File: src/rtl/regfile_pkg.sv
// Shared constants and state encoding for the regfile_responder block.
package regfile_pkg;

    localparam int WIDTH_DEF = 32;
    localparam int DEPTH_DEF = 32;
    localparam int ADDR_W    = $clog2(DEPTH_DEF);

    typedef logic [0:0] state_t;
    localparam state_t ST_CLEAR = 1'b0;
    localparam state_t ST_IDLE  = 1'b1;

endpackage

File: src/rtl/regfile_array.sv
// Register storage: one synchronous write port, two asynchronous read ports,
// register 0 hardwired to zero.
module regfile_array
    import regfile_pkg::*;
#(
    parameter int WIDTH = WIDTH_DEF,
    parameter int DEPTH = DEPTH_DEF,
    localparam int AW   = $clog2(DEPTH)
) (
    input  logic             clk_i,
    input  logic             we_i,
    input  logic [AW-1:0]    waddr_i,
    input  logic [WIDTH-1:0] wdata_i,
    input  logic [AW-1:0]    raddr1_i,
    input  logic [AW-1:0]    raddr2_i,
    output logic [WIDTH-1:0] rdata1_o,
    output logic [WIDTH-1:0] rdata2_o
);

    logic [WIDTH-1:0] mem_q [DEPTH];

    // Storage has no reset; the owner clears it with a write sweep.
    always_ff @(posedge clk_i) begin
        if (we_i && (waddr_i != '0)) begin
            mem_q[waddr_i] <= wdata_i;
        end
    end

    assign rdata1_o = (raddr1_i == '0) ? '0 : mem_q[raddr1_i];
    assign rdata2_o = (raddr2_i == '0) ? '0 : mem_q[raddr2_i];

endmodule

File: src/rtl/regfile_responder.sv
// Two-read/one-write register-file responder with post-reset clear sweep and
// response backpressure. Define REGFILE_BYPASS_EN for write-before-read forwarding.
module regfile_responder
    import regfile_pkg::*;
#(
    parameter int WIDTH = WIDTH_DEF,
    parameter int DEPTH = DEPTH_DEF,
    localparam int AW   = $clog2(DEPTH)
) (
    input  logic             Clk,
    input  logic             Reset,
    input  logic             ReqValid,
    output logic             ReqReady,
    input  logic             RegWrite,
    input  logic [AW-1:0]    WriteRegister,
    input  logic [WIDTH-1:0] WriteData,
    input  logic [AW-1:0]    ReadRegister1,
    input  logic [AW-1:0]    ReadRegister2,
    output logic             RespValid,
    input  logic             RespReady,
    output logic [WIDTH-1:0] ReadData1,
    output logic [WIDTH-1:0] ReadData2,
    output logic             Busy
);

    localparam logic [AW-1:0] LAST_ADDR = AW'(DEPTH - 1);

    state_t           state_q, state_d;
    logic [AW-1:0]    cnt_q, cnt_d;
    logic             resp_valid_q, resp_valid_d;
    logic [WIDTH-1:0] rd1_q, rd1_d;
    logic [WIDTH-1:0] rd2_q, rd2_d;

    logic             accept;
    logic             arr_we;
    logic [AW-1:0]    arr_waddr;
    logic [WIDTH-1:0] arr_wdata;
    logic [WIDTH-1:0] arr_rd1, arr_rd2;
    logic [WIDTH-1:0] sel_rd1, sel_rd2;

    // Handshake: a request transfers on an edge where ReqValid && ReqReady;
    // a response retires on an edge where RespValid && RespReady. RespValid and
    // ReadData never change while RespValid && !RespReady.
    assign ReqReady = (state_q == ST_IDLE) && (!resp_valid_q || RespReady);
    assign accept   = ReqValid && ReqReady;

    // The clear sweep and requests share the single write port.
    always_comb begin
        arr_we    = 1'b0;
        arr_waddr = WriteRegister;
        arr_wdata = WriteData;
        if (!Reset) begin
            if (state_q == ST_CLEAR) begin
                arr_we    = 1'b1;
                arr_waddr = cnt_q;
                arr_wdata = '0;
            end else begin
                arr_we = accept && RegWrite;
            end
        end
    end

    regfile_array #(
        .WIDTH (WIDTH),
        .DEPTH (DEPTH)
    ) u_array (
        .clk_i    (Clk),
        .we_i     (arr_we),
        .waddr_i  (arr_waddr),
        .wdata_i  (arr_wdata),
        .raddr1_i (ReadRegister1),
        .raddr2_i (ReadRegister2),
        .rdata1_o (arr_rd1),
        .rdata2_o (arr_rd2)
    );

    always_comb begin
        sel_rd1 = arr_rd1;
        sel_rd2 = arr_rd2;
`ifdef REGFILE_BYPASS_EN
        if (RegWrite && (WriteRegister != '0)) begin
            if (ReadRegister1 == WriteRegister) sel_rd1 = WriteData;
            if (ReadRegister2 == WriteRegister) sel_rd2 = WriteData;
        end
`endif
    end

    always_comb begin
        state_d      = state_q;
        cnt_d        = cnt_q;
        resp_valid_d = resp_valid_q;
        rd1_d        = rd1_q;
        rd2_d        = rd2_q;
        if (state_q == ST_CLEAR) begin
            cnt_d = cnt_q + AW'(1);
            if (cnt_q == LAST_ADDR) begin
                state_d = ST_IDLE;
            end
        end else begin
            if (accept) begin
                resp_valid_d = 1'b1;
                rd1_d        = sel_rd1;
                rd2_d        = sel_rd2;
            end else if (RespReady) begin
                resp_valid_d = 1'b0;
            end
        end
    end

    always_ff @(posedge Clk) begin
        if (Reset) begin
            state_q      <= ST_CLEAR;
            cnt_q        <= AW'(1);
            resp_valid_q <= 1'b0;
            rd1_q        <= '0;
            rd2_q        <= '0;
        end else begin
            state_q      <= state_d;
            cnt_q        <= cnt_d;
            resp_valid_q <= resp_valid_d;
            rd1_q        <= rd1_d;
            rd2_q        <= rd2_d;
        end
    end

    assign RespValid = resp_valid_q;
    assign ReadData1 = rd1_q;
    assign ReadData2 = rd2_q;
    assign Busy      = (state_q == ST_CLEAR);

endmodule

File: config.mk
export PLATFORM = sky130hd
export DESIGN_NAME = regfile_responder
export DESIGN_NICKNAME = d
export VERILOG_FILES = /design/src/rtl/regfile_pkg.sv /design/src/rtl/regfile_array.sv /design/src/rtl/regfile_responder.sv
export SDC_FILE = /design/constraint.sdc
export NUM_CORES = 1
export LEC_CHECK = 0
export CAP_MARGIN = 5
export CORE_MARGIN = 2
export CORE_UTILIZATION = 60
export DETAILED_ROUTE_END_ITERATION = 12
export PLACE_DENSITY_LB_ADDON = 0.05
export SLEW_MARGIN = 5
export SYNTH_ARGS = -nofsm -noshare
export SYNTH_HDL_FRONTEND = slang
export SYNTH_SLANG_ARGS = --single-unit
File: constraint.sdc
create_clock -name Clk -period 8.7 [get_ports Clk]
set_clock_uncertainty 0.1 [all_clocks]
set_input_delay 2.61 -clock Clk [delete_from_list [all_inputs] [get_ports Clk]]
set_output_delay 2.61 -clock Clk [all_outputs]
set_load 0.01 [all_outputs]
; ---- Word-level counts from Yosys, hierarchy flattened
; Memories as Yosys holds them, arrays and structs flattened.
; Index checks and enable logic that the tools add are counted.
; W data, S select, Z words.
[totals]
regBits = 71
ramBits = 1024
inputBits = 52
output_inout_bits = 67
wordCells = 35
n_memories = 1
[mem_list]
columns = memory, words, word_bits, rd, rd_clocked_by_memory_dff, wr, line
row1 = u_array.mem_q, 32, 32, 2, 0, 1, regfile_array.sv:20  ; logic [WIDTH-1:0] mem_q [DEPTH];
[classes]
addsub = 1
eq_ne = 1
mux = 14
bitwise = 1
reduce_logical = 12
[op_table]
columns = operator, n
row1 = $mux W32, 4
row2 = $logic_not A5 Y1, 2
row3 = $mux W5, 2
row4 = $mux W1, 8
row5 = $add A5 B1 Y5 const B, 1
row6 = $eq A5 B5 Y1 const B, 1
row7 = $reduce_bool A5 Y1, 1
row8 = $logic_and A1 B1 Y1, 4
row9 = $reduce_and A2 Y1, 2
row10 = $reduce_bool A2 Y1, 1
row11 = $logic_not A1 Y1, 1
row12 = $logic_or A1 B1 Y1, 1
row13 = $not A1 Y1, 1

; ---- Depth between registers and ports, before layout
; Gate-level depths: netlist of the first run.
[logic_depth]
ltp_word = 10
ltp_mapped = 9
mapped_depth_nobuf = 5

; ---- Hierarchy
; From an unflattened synthesis of the first run, not the netlist that was laid out.
[hier_totals]
cells_unflattened = 2919
area_unflattened_um2 = 51076.5
[modules_own_cells]
columns = mod, n_inst, cells_per_inst, area_each_um2, seq_area_each_um2
row1 = regfile_array, 1, 2564, 47929.7, 30749.5
row2 = regfile_responder, 1, 355, 3146.8, 1421.4

; ---- Worst setup path after synthesis of the first run
; OpenSTA, ideal clock, no wires.
[synth_timing]
path_kind = input port to output port
from = input port RespReady
to = output port ReqReady
arrival_ns = 2.955
t_required_ns = 5.990
slack_ns = 3.035
cell_stages = 2
n_path_buf = 0
cell_sequence = nor2b_1 nor2_1
[synth_between]
elab_chain_len = 2
[synth_rtl]
columns = item, line
row1 = start: declaration, regfile_responder.sv:20  ; input logic RespReady,
row2 = $logic_or A1 B1 Y1, regfile_responder.sv:44  ; assign ReqReady = (state_q == ST_IDLE) && (!resp_valid_q || RespReady);
row3 = $logic_and A1 B1 Y1, regfile_responder.sv:44
row4 = end: declaration, regfile_responder.sv:13  ; output logic ReqReady,
; Every way passes these cells.

; ---- Worst setup path in the final report of the first run
; Ends and elaborated chain as after synthesis.

==> metrics.txt, run 1 <==
status=finished clean; WHS Path Cells=2; routed len/inst=37.4 um; Non-Filler Instances=4139; fmax=0.147 GHz; Slew Limit Fails=0; port bufs=118; Peak VDD IR=174 uV; Synth warnings=0; hold-critical path endpoint=ReadData2[5]; Core Footprint=83400 sq um; RSZ-0062 raised after global routing=no; hold path startpoint=ReadData2[5]; initial antenna violation count=2; Syn-to-layout area delta=13.5%; Final period util=78.1%; Hold Buf Count CTS=0; clock sink total=1095; Syn Std Cell Area=50300 sq um; pin count of the biggest net entering global routing=82; IO Pins=119; WP data arrival=4.09 ns; GRT Overall Usage=36.2%; Critical Path Fanout Max=4; Post-synth ARST share=0%; CTS max path bufs=3; vias per cell=7.49; Tmin final=6.80 ns; post-CTS setup buffers=0; clock transition at the registers of the reported paths=0.06 ns; post-route design area=57100 sq um; most frequent cells after synthesis=edfxtp_1 (1024), mux2i_1 (439), mux4_2 (320); Antenna Nets Post-Route=0; dominant cell type by area after synthesis=edfxtp_1; Worst EP required=5.99 ns; row cnt=106; die footprint=86200 sq um; Final Util=68.5%; Reg2Reg Capture Point=u_array.mem_q[15][8]; CTS tree=built; worst min-delay path category=reg2reg; DP HPWL=91.3 mm; MaxCap Viol Count=0; Starting DRT DRC Count=4272; total congestion overflow=0; clk_lat worst skew=0.69 ns; top-area cell type share of the netlist area=61.1%; Crit. End Element=primary output; pwr dens=210 nW/um^2; post-cts resize count=0; placed insts=3931; P_leak=19.1 nW; setup slack, reg-to-reg=4.83 ns; register bit total from synthesis=1095; Slew @ Worst Pin=1.34 ns; detailed-route DRC error count=0; H-tree depth=3; final net count=3017; drt pass-1 iters=5; most frequent cell after synthesis=edfxtp_1; vias in the first global route=31200; setup_tns=0 ns; Final Hold Viols=0; Area contributors post-synth=edfxtp_1 (61%), mux4_2 (14%), mux2i_1 (8.7%), dfxtp_1 (2.8%), a22oi_1 (2.1%); Setup-failing EPs final=0; synthesized instance count=2827; routability congestion estimate=0.876; Starting Density=60.3%; Die X=294 um; Synth Flop Type=edfxtp_1; WL final=155 mm; Seq/Total Area, Yosys=63.9%; Post-Syn Area per Cell=17.8 sq um; worst flop-to-flop path startpoint=state_q; CTS Buf Count=110; dpl cell area=53000 sq um; number of synthesized flops with an enable pin=1024; share of layout cells above drive strength 1=25.3%; critical path startpoint category=input port; max_slew headroom=10.5%; Yosys cell types=44; kind of critical path=in2out; Die Span Y=294 um; CTS root buf=clkbuf_16; routed via count=31000; first-pass GRT wire length=220 mm; r2r worst-path depth=5
-- critical path, cell delays in order --
cell and delay [ns]:
clkdlybuf4s50_1 0.43, nor2b_1 0.45, nor2_1 0.09, clkdlybuf4s50_1 0.50
-- power by group --
group          internal [W]  switching, W  leakage, nW
Sequential          0.00582     0.0000295         9.97
Clock               0.00318       0.00209         1.96
Combinational      0.000334      0.000525         7.20
Total               0.00933       0.00264         19.1
-- layout by cell type, fill, tap and decap left out, types with 40 or more instances in the layout --
master,count
a22oi_1,143
buf_4,106
clkbuf_16,113
clkdlybuf4s50_1,110
dfxtp_1,71
edfxtp_1,1024
mux2_2,79
mux2i_1,439
mux4_2,320
nand2_1,77
nand4_1,67
o2111ai_1,65
o21ai_0,40
-- layout make-up --
| class | count | area [sq um] |
|---|---|---|
| Tap cell | 1080 | 1350 |
| Timing Repair Buffer | 226 | 2060 |
| Multi-Input combinational cell | 1527 | 17500 |
| Clock inverter | 66 | 1020 |
| Inverter | 3 | 11.3 |
| Antenna cell | 1 | 2.50 |
| Sequential cell | 1095 | 32200 |
| Fill cell | 5352 | 26300 |
| Clock buffer | 141 | 3030 |
-- routing by layer --
metal | routed length [um] | GRT usage, % | vias up
li1 | - | - | 12200
met1 | 57200 | 49.6 | 16300
met2 | 72900 | 56.9 | 2164
met3 | 16500 | 6.48 | 381
met4 | 8340 | 17.9 | 0
met5 | 0 | 0 | -
-- registers in the layout (all words and copies together) (netlist names) --
name and count:
u_array.mem_q 1024, ReadData2 32, cnt_q 5, RespValid 1
ReadData1 32, state_q 1
-- cell families (layout without fill, tap and decap cells) --
family | after synthesis | count (layout) | share of synthesized area, %
xor+xnor | 3 | 3 | 0.0522
other cells | 1 | 33 | 0.00745
flops | 1095 | 1095 | 63.9
mux | 838 | 838 | 24.8
fa+ha+maj | 2 | 2 | 0.0497
compound gates | 395 | 395 | 6.07
buf+inv | 236 | 436 | 2.45
simple gates | 257 | 257 | 2.65
-- worst max-delay path by stage --
stage                    from  endpoint  depth (start not counted)
finish              RespReady  ReqReady                          4
global route        RespReady  ReqReady                          4
CTS                 RespReady  ReqReady                          4
detailed placement  RespReady  ReqReady                          4
global placement    RespReady  ReqReady                          4
floorplan           RespReady  ReqReady                          2
-- through the flow --
stage | hold slack [ns] | worst slack, ns | power, W
floorplan | 0.405 | 3.04 | 0.00651
global placement | 0.356 | 1.96 | 0.00678
detailed placement | 0.362 | 1.92 | 0.00680
CTS | 0.381 | 1.91 | 0.0120
global route | 0.403 | 1.83 | 0.0122
finish | 0.375 | 1.90 | 0.0120
(Power assumes the default switching activity.)
==> run 2, diff against run 1 <==
==> constraint.sdc (replaced) <==
create_clock -name Clk -period 6.7 [get_ports Clk]
set_clock_uncertainty 0.1 [all_clocks]
set_input_delay 2.01 -clock Clk [delete_from_list [all_inputs] [get_ports Clk]]
set_output_delay 2.01 -clock Clk [all_outputs]
set_load 0.01 [all_outputs]
==> run 2 against run 1 <==
Register-to-register slack got worse by 1.4 ns. Cell count increased by 0.17%. Total power rose by 23%. Combinational power grew 30%. Critical endpoint unchanged. Highest routed layer is now met5.
==> metrics.txt, run 2 (synthesis gave the netlist of run 1 again) <==
Psw=0.00333 W (+26%); Worst path max stage delay=0.50 ns (about the same); final net count=3023 (+0.20%); Pwr Total=0.0148 W (+23%); Syn-to-layout area delta=12.8%; total congestion overflow=0 (unchanged); max_slew headroom=11.6% (+1.1 points); H-tree depth=3 (unchanged); Setup-failing EPs final=0 (unchanged); Crit path top cell by count=clkdlybuf4s50_1; IO Pins=119 (unchanged); Comb pwr share=7.6% (+0.4 points); share of layout cells above drive strength 1=25.0% (-0.29 points); Starting DRT DRC Count=4019 (-5.9%); CTS root buf=clkbuf_16; routed len/inst=36.0 um (-3.8%); Crit. End Element=primary output; initial antenna violation count=2 (unchanged); detailed-route DRC error count=0 (unchanged); GRT Overall Usage=34.9% (-1.3 points); fmax=0.178 GHz; clock sink total=1095 (unchanged); setup slack, reg-to-reg=3.43 ns (-1.40 ns); Pint=0.0115 W (+23%); CTS Buf Count=111 (+0.91%); worst flop-to-flop path startpoint=state_q; first-pass GRT wire length=214 mm (-3.0%); Hold Buf Count CTS=0 (unchanged); Final period util=83.7%; pwr dens=260 nW/um^2 (+24%); setup_tns=0 ns (unchanged); CTS tree=built; WL final=149 mm (-3.6%); Slew Limit Fails=0 (unchanged); row cnt=106 (unchanged); Slew @ Worst Pin=1.32 ns (-0.0160 ns); buffers plus inverters on the worst setup path=2 (unchanged); worst setup path start=RespReady; P_leak=19.0 nW (-0.74%); worst min-delay path category=reg2reg; CP endpoint=ReqReady; vias per cell=7.35 (-1.9%); clock transition at the registers of the reported paths=0.06 ns (about the same); MaxCap Viol Count=0 (unchanged); routed via count=30500 (-1.8%); critical path startpoint category=input port; most frequent cells in the layout=edfxtp_1 (1024), mux2i_1 (439), mux4_2 (320); Antenna Nets Post-Route=0 (unchanged); RSZ-0062 raised after global routing=no; commonest non-fill, non-tap cell in the layout=edfxtp_1; Tmin final=5.61 ns; Die Span Y=294 um (unchanged); Starting Density=60.3% (unchanged); CTS max path bufs=3 (unchanged); Critical Path Fanout Max=4 (unchanged); CP max stage cell=clkdlybuf4s50_1; routability congestion estimate=0.885 (+1.0%); r2r worst-path depth=6 (+1); die footprint=86200 sq um (unchanged); Seq pwr share=51.3% (+2.5 points); port bufs=118 (unchanged); critical path's top delay family=buffers and inverters; post-CTS setup buffers=0 (unchanged); Peak VDD IR=226 uV (+30%); max FFs per register=1024 (unchanged); pin count of the biggest net entering global routing=75 (-8.5%); Final Hold Viols=0 (unchanged); vias in the first global route=30700 (-1.4%); DP HPWL=86.9 mm (-4.8%); clk_lat worst skew=0.68 ns (about the same); Core Footprint=83400 sq um (unchanged); Crit path depth=4 (unchanged); post-cts resize count=0 (unchanged); Die X=294 um (unchanged); Worst EP required=4.59 ns (-1.40 ns); WP data arrival=3.50 ns (-0.59 ns); kind of critical path=in2out; Clock power frac=41.1% (-2.9 points); largest reg by FF count=u_array.mem_q; status=finished clean; drt pass-1 iters=5 (unchanged); Sw Share=22.5% (+0.46 points); CP Cell Sequence=clkdlybuf4s50_1 -> nor2b_1 -> nor2_1 -> clkdlybuf4s50_1; Reg2Reg Capture Point=ReadData2[8]
run 2: worst reg2reg max path, cell delays in order (launching register included):
cell and delay, ns:
dfxtp_1 0.84, inv_1 0.36, nor4_4 0.33, buf_4 0.61, o211ai_1 0.21, buf_4 0.39
o2111ai_1 0.34
run 2: worst min path at each step:
stage                       start             to  slack (ns)  depth (start not counted)
floorplan            ReadData1[0]   ReadData1[0]        0.40                          2
global placement    ReadData2[21]  ReadData2[21]        0.36                          2
detailed placement  ReadData2[21]  ReadData2[21]        0.37                          2
CTS                 ReadData2[21]  ReadData2[21]        0.38                          2
global route         ReadData2[7]   ReadData2[7]        0.42                          2
finish               ReadData2[7]   ReadData2[7]        0.39                          2
run 2: cell type report:
cell class / instances / area (sq um)
Antenna cell: 1 / 2.50
Clock buffer: 139 / 2910
Clock inverter: 70 / 619
Fill cell: 5418 / 26600
Inverter: 3 / 11.3
Multi-Input combinational cell: 1527 / 17500
Sequential cell: 1095 / 32200
Tap cell: 1080 / 1350
Timing Repair Buffer: 231 / 2230
run 2: stage by stage:
step | worst slack [ns] | hold WS [ns] | instances | area [sq um] | utilization, %
2_1_floorplan | 1.73 | 0.405 | 2858 | 50500 | -
3_3_place_gp | 1.10 | 0.357 | 3936 | 53300 | 63.8
3_5_place_dp | 1.10 | 0.369 | 3936 | 53300 | 63.8
4_1_cts | 1.08 | 0.383 | 4145 | 56800 | 68.1
5_1_grt | 1.00 | 0.423 | 4145 | 56800 | 68.1
6_report | 1.09 | 0.388 | 4146 | 56800 | 68.1
run 2: routing by layer:
metal | vias up | routed length (um) | global-route usage (%) | part of all wire (%)
met1 | 16000 | 56500 | 48.3 | 38
met5 | - | 11 | 0 | 0.0074
li1 | 12200 | - | - | -
met2 | 1932 | 70700 | 55.0 | 47
met4 | 2 | 7900 | 16.9 | 5.3
met3 | 324 | 14100 | 5.26 | 9.4
run 2: power by group through the flow:
stage / sequential (W) / clock, W / combinational (W)
after floorplan: 0.00772 / 0 / 0.000739
after global placement: 0.00773 / 0 / 0.00108
after detailed placement: 0.00773 / 0 / 0.00110
after CTS: 0.00759 / 0.00612 / 0.00111
after global routing: 0.00759 / 0.00639 / 0.00117
final: 0.00759 / 0.00608 / 0.00112
